`config.mk`:
```
export PLATFORM = sky130hd
export DESIGN_NAME = conv3x3
export DESIGN_NICKNAME = d
export VERILOG_FILES = /design/src/rtl/cnn_pkg.sv /design/src/rtl/line_buffer.sv /design/src/rtl/conv3x3.sv
export SDC_FILE = /design/constraint.sdc
export NUM_CORES = 2
export LEC_CHECK = 0
export ABC_AREA = 1
export CAP_MARGIN = 30
export CORE_ASPECT_RATIO = 2
export CORE_MARGIN = 2
export CORE_UTILIZATION = 26
export CTS_BUF_LIST = sky130_fd_sc_hd__clkbuf_2 sky130_fd_sc_hd__clkbuf_4 sky130_fd_sc_hd__clkbuf_8
export CTS_CLUSTER_DIAMETER = 60
export DETAILED_ROUTE_END_ITERATION = 10
export PLACE_DENSITY = 0.49
export SYNTH_ARGS = -nofsm -noshare
export SYNTH_HDL_FRONTEND = slang
export SYNTH_SLANG_ARGS = --single-unit
```
`constraint.sdc`:
```
create_clock -name clk -period 7.32 [get_ports clk]
set_input_delay 1.464 -clock clk [delete_from_list [all_inputs] [get_ports clk]]
set_output_delay 1.464 -clock clk [all_outputs]
set_load 0.02 [all_outputs]
```
`src/rtl/cnn_pkg.sv`:
```
// Shared CNN datapath constants and types.
// Used by the convolution and pooling stages.
package cnn_pkg;

    localparam int PIX_W   = 8;
    localparam int WGT_W   = 8;
    localparam int ACT_W   = 12;
    localparam int COORD_W = 10;
    localparam int ACT_MAX = 2047;
    localparam int ACT_MIN = -2048;

    localparam int NTAPS  = 9;
    localparam int PROD_W = PIX_W + 1 + WGT_W;
    localparam int SUM_W  = PROD_W + 4;

    typedef logic [PIX_W-1:0]          pix_t;
    typedef logic signed [WGT_W-1:0]   wgt_t;
    typedef logic signed [PROD_W-1:0]  prod_t;
    typedef logic signed [SUM_W-1:0]   sum_t;
    typedef logic signed [ACT_W-1:0]   act_t;
    typedef logic [COORD_W-1:0]        coord_t;

    typedef struct packed {
        logic   vld;
        coord_t x;
        coord_t y;
    } tag_t;

    function automatic act_t sat_act(input sum_t v);
        if (v > sum_t'(ACT_MAX))
            return act_t'(ACT_MAX);
        else if (v < sum_t'(ACT_MIN))
            return act_t'(ACT_MIN);
        else
            return act_t'(v);
    endfunction

endpackage

```
`src/rtl/line_buffer.sv`:
```
// One-line pixel store: one write and one registered read per enable.
// Read data is the prefetched entry for the next accepted column.
module line_buffer
    import cnn_pkg::*;
#(
    parameter int DEPTH = 64,
    parameter int AW    = $clog2(DEPTH)
) (
    input  logic          clk,
    input  logic          en,
    input  logic [AW-1:0] wr_addr,
    input  pix_t          wr_data,
    input  logic [AW-1:0] rd_addr,
    output pix_t          rd_data
);

    pix_t mem [DEPTH];

    always_ff @(posedge clk) begin
        if (en) begin
            mem[wr_addr] <= wr_data;
            rd_data      <= mem[rd_addr];
        end
    end

endmodule

```
`src/rtl/conv3x3.sv`:
```
// 3x3 valid convolution over a raster pixel stream with
// a free-running multiply / adder-tree / shift-ReLU-saturate pipeline.
module conv3x3
    import cnn_pkg::*;
#(
    parameter int IMG_W = 64,
    parameter int IMG_H = 64,
    parameter int SHIFT = 6,
    parameter int RELU  = 1
) (
    input  logic                    clk,
    input  logic                    rst_n,
    input  logic                    valid_in,
    input  logic [PIX_W-1:0]        pixel_in,
    input  logic                    frame_start,
    input  logic                    w_we,
    input  logic [3:0]              w_addr,
    input  logic signed [WGT_W-1:0] w_data,
    output logic signed [ACT_W-1:0] data_out,
    output logic [COORD_W-1:0]      x_out,
    output logic [COORD_W-1:0]      y_out,
    output logic                    valid_out
);

    localparam int     LB_AW    = $clog2(IMG_W);
    localparam coord_t COL_LAST = coord_t'(IMG_W - 1);
    localparam coord_t ROW_LAST = coord_t'(IMG_H - 1);

    coord_t col;
    coord_t row;
    coord_t cur_col;
    coord_t cur_row;
    coord_t nxt_col;
    coord_t nxt_row;
    logic   win_done;

    always_comb begin
        cur_col  = frame_start ? '0 : col;
        cur_row  = frame_start ? '0 : row;
        nxt_col  = cur_col + 10'd1;
        nxt_row  = cur_row;
        if (cur_col == COL_LAST) begin
            nxt_col = '0;
            nxt_row = (cur_row == ROW_LAST) ? '0 : cur_row + 10'd1;
        end
        win_done = (cur_row >= 10'd2) && (cur_col >= 10'd2);
    end

    always_ff @(posedge clk or negedge rst_n) begin
        if (!rst_n) begin
            col <= '0;
            row <= '0;
        end else if (valid_in) begin
            col <= nxt_col;
            row <= nxt_row;
        end
    end

    // Read address is one column ahead so the registered read lines up
    // with the next accepted pixel; a frame_start jump only corrupts row 0.
    pix_t             mid_px;
    pix_t             top_px;
    logic [LB_AW-1:0] wr_a;
    logic [LB_AW-1:0] rd_a;

    assign wr_a = cur_col[LB_AW-1:0];
    assign rd_a = nxt_col[LB_AW-1:0];

    line_buffer #(
        .DEPTH (IMG_W),
        .AW    (LB_AW)
    ) u_lb0 (
        .clk     (clk),
        .en      (valid_in),
        .wr_addr (wr_a),
        .wr_data (pixel_in),
        .rd_addr (rd_a),
        .rd_data (mid_px)
    );

    line_buffer #(
        .DEPTH (IMG_W),
        .AW    (LB_AW)
    ) u_lb1 (
        .clk     (clk),
        .en      (valid_in),
        .wr_addr (wr_a),
        .wr_data (mid_px),
        .rd_addr (rd_a),
        .rd_data (top_px)
    );

    pix_t col_px [3];
    pix_t win    [3][2];
    pix_t tap    [NTAPS];

    always_comb begin
        col_px[0] = top_px;
        col_px[1] = mid_px;
        col_px[2] = pixel_in;
        for (int r = 0; r < 3; r++) begin
            tap[r*3]     = win[r][0];
            tap[r*3 + 1] = win[r][1];
            tap[r*3 + 2] = col_px[r];
        end
    end

    always_ff @(posedge clk) begin
        if (valid_in) begin
            for (int r = 0; r < 3; r++) begin
                win[r][0] <= win[r][1];
                win[r][1] <= col_px[r];
            end
        end
    end

    wgt_t wgt [NTAPS];

    always_ff @(posedge clk or negedge rst_n) begin
        if (!rst_n) begin
            for (int k = 0; k < NTAPS; k++)
                wgt[k] <= '0;
        end else begin
            for (int k = 0; k < NTAPS; k++)
                if (w_we && (w_addr == 4'(k)))
                    wgt[k] <= w_data;
        end
    end

    prod_t prod [NTAPS];
    tag_t  t1;

    always_ff @(posedge clk or negedge rst_n) begin
        if (!rst_n) begin
            t1 <= '0;
            for (int k = 0; k < NTAPS; k++)
                prod[k] <= '0;
        end else begin
            t1 <= '{vld: valid_in && win_done,
                    x:   cur_col - 10'd2,
                    y:   cur_row - 10'd2};
            for (int k = 0; k < NTAPS; k++)
                prod[k] <= prod_t'($signed({1'b0, tap[k]}))
                         * prod_t'(wgt[k]);
        end
    end

    sum_t acc;
    sum_t sum;
    tag_t t2;

    always_comb begin
        acc = '0;
        for (int k = 0; k < NTAPS; k++)
            acc = acc + sum_t'(prod[k]);
    end

    always_ff @(posedge clk or negedge rst_n) begin
        if (!rst_n) begin
            sum <= '0;
            t2  <= '0;
        end else begin
            sum <= acc;
            t2  <= t1;
        end
    end

    sum_t sh;
    act_t res;

    always_comb begin
        sh = sum >>> SHIFT;
        if (RELU != 0 && sh[SUM_W-1])
            sh = '0;
        res = sat_act(sh);
    end

    always_ff @(posedge clk or negedge rst_n) begin
        if (!rst_n) begin
            valid_out <= 1'b0;
            data_out  <= '0;
            x_out     <= '0;
            y_out     <= '0;
        end else begin
            valid_out <= t2.vld;
            if (t2.vld) begin
                data_out <= res;
                x_out    <= t2.x;
                y_out    <= t2.y;
            end
        end
    end

endmodule

```
==> impl_results.md <==
* Status: finished, final reports clean
* Gr usage total at 0.160
* Iter 0 DRT Violations at 3634
* Synth Area in Compound Gates at 0.0231
* Reg2reg path depth at 14
* HP Start: t1[1]
* Total CTS buffers at 212
* Die width at 397 um
* WHS Path Cells at 0
* Startpoint Class: input port
* Clk_lat worst skew at 1.01 ns
* Hold endpoint: t2[1]
* Post-CTS Setup Inserts at 0
* Non-filler cells in the finished layout at 12283
* Layout cells sized above 1 at 0.0747
* Post-synth cell types at 45
* Final Hold Fails at 0
* Sw power at 21600 uW
* Final min period at 5.48 ns
* RSZ-0062 raised after global routing: false
* CTS Buffer Depth at 4
* # nets final at 8954
* Starting Density at 0.261
* PortBufs at 57
* Synth Area in XOR/XNOR at 0.0153
* TritonRoute pass-1 iters at 5
* Synth top area share at 0.406
* Resize count post-CTS at 0
* WP buf/inv at 4
* Setup_tns at 0 ns
* Total power at 45500 uW
* WP data arrival at 6.15 ns
* Async set or reset register ratio after synthesis at 0.235
* Combinational Power Share at 0.617
* Cell total after placement at 11905
* CP top delay family: simple AND/OR/NAND/NOR gates
* PwrDens at 505 mW/mm^2
* Die ar. at 0.314 mm^2
* Clk pin slew, worst setup/hold paths at 0.07 ns
* Final Cell Area at 0.0901 mm^2
* Syn_nets at 8940
* Most numerous cell in the Yosys netlist: nand2_1
* Adder-Cell Fraction of Synth Area at 0.178
* Final core utilization at 0.293
* RR Startpoint: win[0][8]
* Cells after synthesis at 8045
* Simple logic cell fraction of the synthesized area at 0.186
* Mux cell area share after synthesis at 0.00280
* FMAX at 182 MHz
* Slew @ Worst Pin at 1.13 ns
* Final setup violation count at 0
* Root Buffer: clkbuf_8
* Hold buffer count at cts at 0
* Crit Path Class: input port to register
* R2R Path End: prod[150]
* Register area share after synthesis at 0.511
* Via/cell ratio at 4.56
* Max-Cap Viols at 0
* Flops & latches, synth at 1423
* First-pass GRT wire length at 376000 um
* Largest net degree at the start of global routing at 156
* Sw Ratio at 0.474
* Sequential share of power at 0.234
* CTS Sinks at 1423
* Worst path max stage delay at 0.58 ns
* Largest area contributor in the netlist: edfxtp_1
* Top_reg_cell synth: edfxtp_1
* Top cell by count, worst path: nand3_1
* Vias in the first global route at 58745
* Top cells by count, synth: 2105 x nand2_1, 1282 x inv_1, 1128 x nand3_1
* Peak VDD IR at 1560 uV
* Total gr overflow at 0
* Post-Synthesis Cell Area at 0.0804 mm^2
* H-tree levels at 4
* Placement Rows at 288
* DR vias at 55984
* Worst hold-check path type: register to register
* Slowest cell on crit path: nand2_8
* Most area-consuming cells after synthesis: edfxtp_1 41%, fa_1 11%, dfrtp_1 10%, nand2_1 9.8%, nand3_1 7.0%
* Pint at 24000 uW
* Die Ht at 790 um
* Placement Cell Area at 0.0857 mm^2
* R2R setup slack at 2.28 ns
* Slew Viols, Final at 0
* Yosys warnings at 0
* Final ANT Viol Nets at 0
* Skew final at 0.128 ns
* Leakage power at 0.0410 uW
* Fillers at 32115
* Drt total wl at 253000 um
* CTS tree: done
* Initial antenna violation count at 12
* Combinational family with the most area after synthesis: simple AND/OR/NAND/NOR gates
* P&R area growth vs syn at 12.1%
* Number of synthesized flops with an enable pin at 1088
* I/O pin count at 58
* Final period util at 0.749
* Core Area at 0.308 mm^2
* Dpl hpwl at 176000 um
* Synth Area per Inst at 9.99 um^2
* Post-route DRC at 0
* Clock Power Share at 0.149
* Crit. End Element: register
* Critical path required time at 7.99 ns
* Slew HR at 0.247
* Worst Path Max Fanout at 65
* RePlAce Congestion at 0.891
* Drt wl/cell at 20.6 um
* Crit-path cells: clkdlybuf4s50_1 > inv_2 > nand2_1 > inv_1 > ha_1 > nand4_2 > nor2_4 > nand2_8 > nand2_8 > buf_4 > nand2_1 > nand3_1 > nand3_1 > nand3_1 > nand3_1 > nand3_1 > nand2_1
[worst max path at each step]
stage                startpoint                to  slack [ns]  cells past startpoint
finish              frame_start  u_lb0.rd_data[2]        1.84                     17
global route        frame_start  u_lb0.rd_data[2]        1.48                     17
CTS                 frame_start  u_lb0.rd_data[2]        1.81                     17
detailed placement  frame_start  u_lb0.rd_data[2]        0.79                     17
global placement    frame_start  u_lb0.rd_data[2]        0.89                     17
floorplan           pixel_in[6]          prod[15]        2.10                     18
[layout by cell type, fill, tap and decap left out, types with 64 or more instances in the layout]
cell	count
nand2_1	2104
inv_1	1280
nand3_1	1127
edfxtp_1	1088
fa_1	454
ha_1	416
dfrtp_1	335
clkbuf_8	229
nor2_1	207
buf_4	162
a21oi_1	146
o21ai_0	125
xor2_1	96
clkbuf_4	64
[area by class of cell]
cell class | count | area [um^2] | share of cell area
inverters | 1291 | 4860 | 0.0540
flip-flops and latches | 1423 | 41100 | 0.456
repair buffers | 231 | 2140 | 0.0238
clock buffers | 293 | 3630 | 0.0403
diodes | 7 | 17.5 | 0.000194
clock inverters | 78 | 671 | 0.00745
well taps | 4060 | 5080 | 0.0564
multi-input cells | 4900 | 32600 | 0.362
[stage by stage]
step           hold WS (ns)  worst slack [ns]
6_report              0.344              1.84
5_1_grt               0.358              1.48
4_1_cts               0.345              1.81
3_5_place_dp          0.335             0.791
3_3_place_gp          0.336             0.891
2_1_floorplan         0.331              2.10
[flip-flops by register name, summed over array words and instances, names as in the netlist]
name,count
col,10
t2,21
wgt,72
u_lb0.mem,512
win,48
data_out,12
prod,153
valid_out,1
u_lb0.rd_data,8
t1,21
sum,15
row,10
u_lb1.rd_data,8
x_out,10
u_lb1.mem,512
y_out,10
[power by group through the flow]
stage | clock (uW) | sequential (uW) | combinational [uW]
3_5_place_dp | 0 | 10800 | 28100
4_1_cts | 7000 | 10700 | 28400
3_3_place_gp | 0 | 10800 | 27800
5_1_grt | 7270 | 10700 | 31700
6_report | 6790 | 10700 | 28100
2_1_floorplan | 0 | 10500 | 20200
[metal layers]
metal | wire length [um] | global-route usage | vias to the layer above
li1 | - | - | 25825
met1 | 86700 | 0.162 | 27949
met2 | 137000 | 0.304 | 1590
met3 | 9690 | 0.0166 | 618
met4 | 19700 | 0.110 | 2
met5 | 10 | 0 | -
[cell families (layout without fill, tap and decap cells)]
group | count (synthesis) | count (layout)
and+or+nand+nor | 3532 | 3532
buffers and inverters | 1722 | 1893
DFF | 1423 | 1423
adders and majority gates | 870 | 870
AOI/OAI and AO/OA | 338 | 338
xor gates and xnor gates | 140 | 140
muxes | 20 | 20
other | 0 | 7
Note: power is estimated with default switching activity, not from simulation.
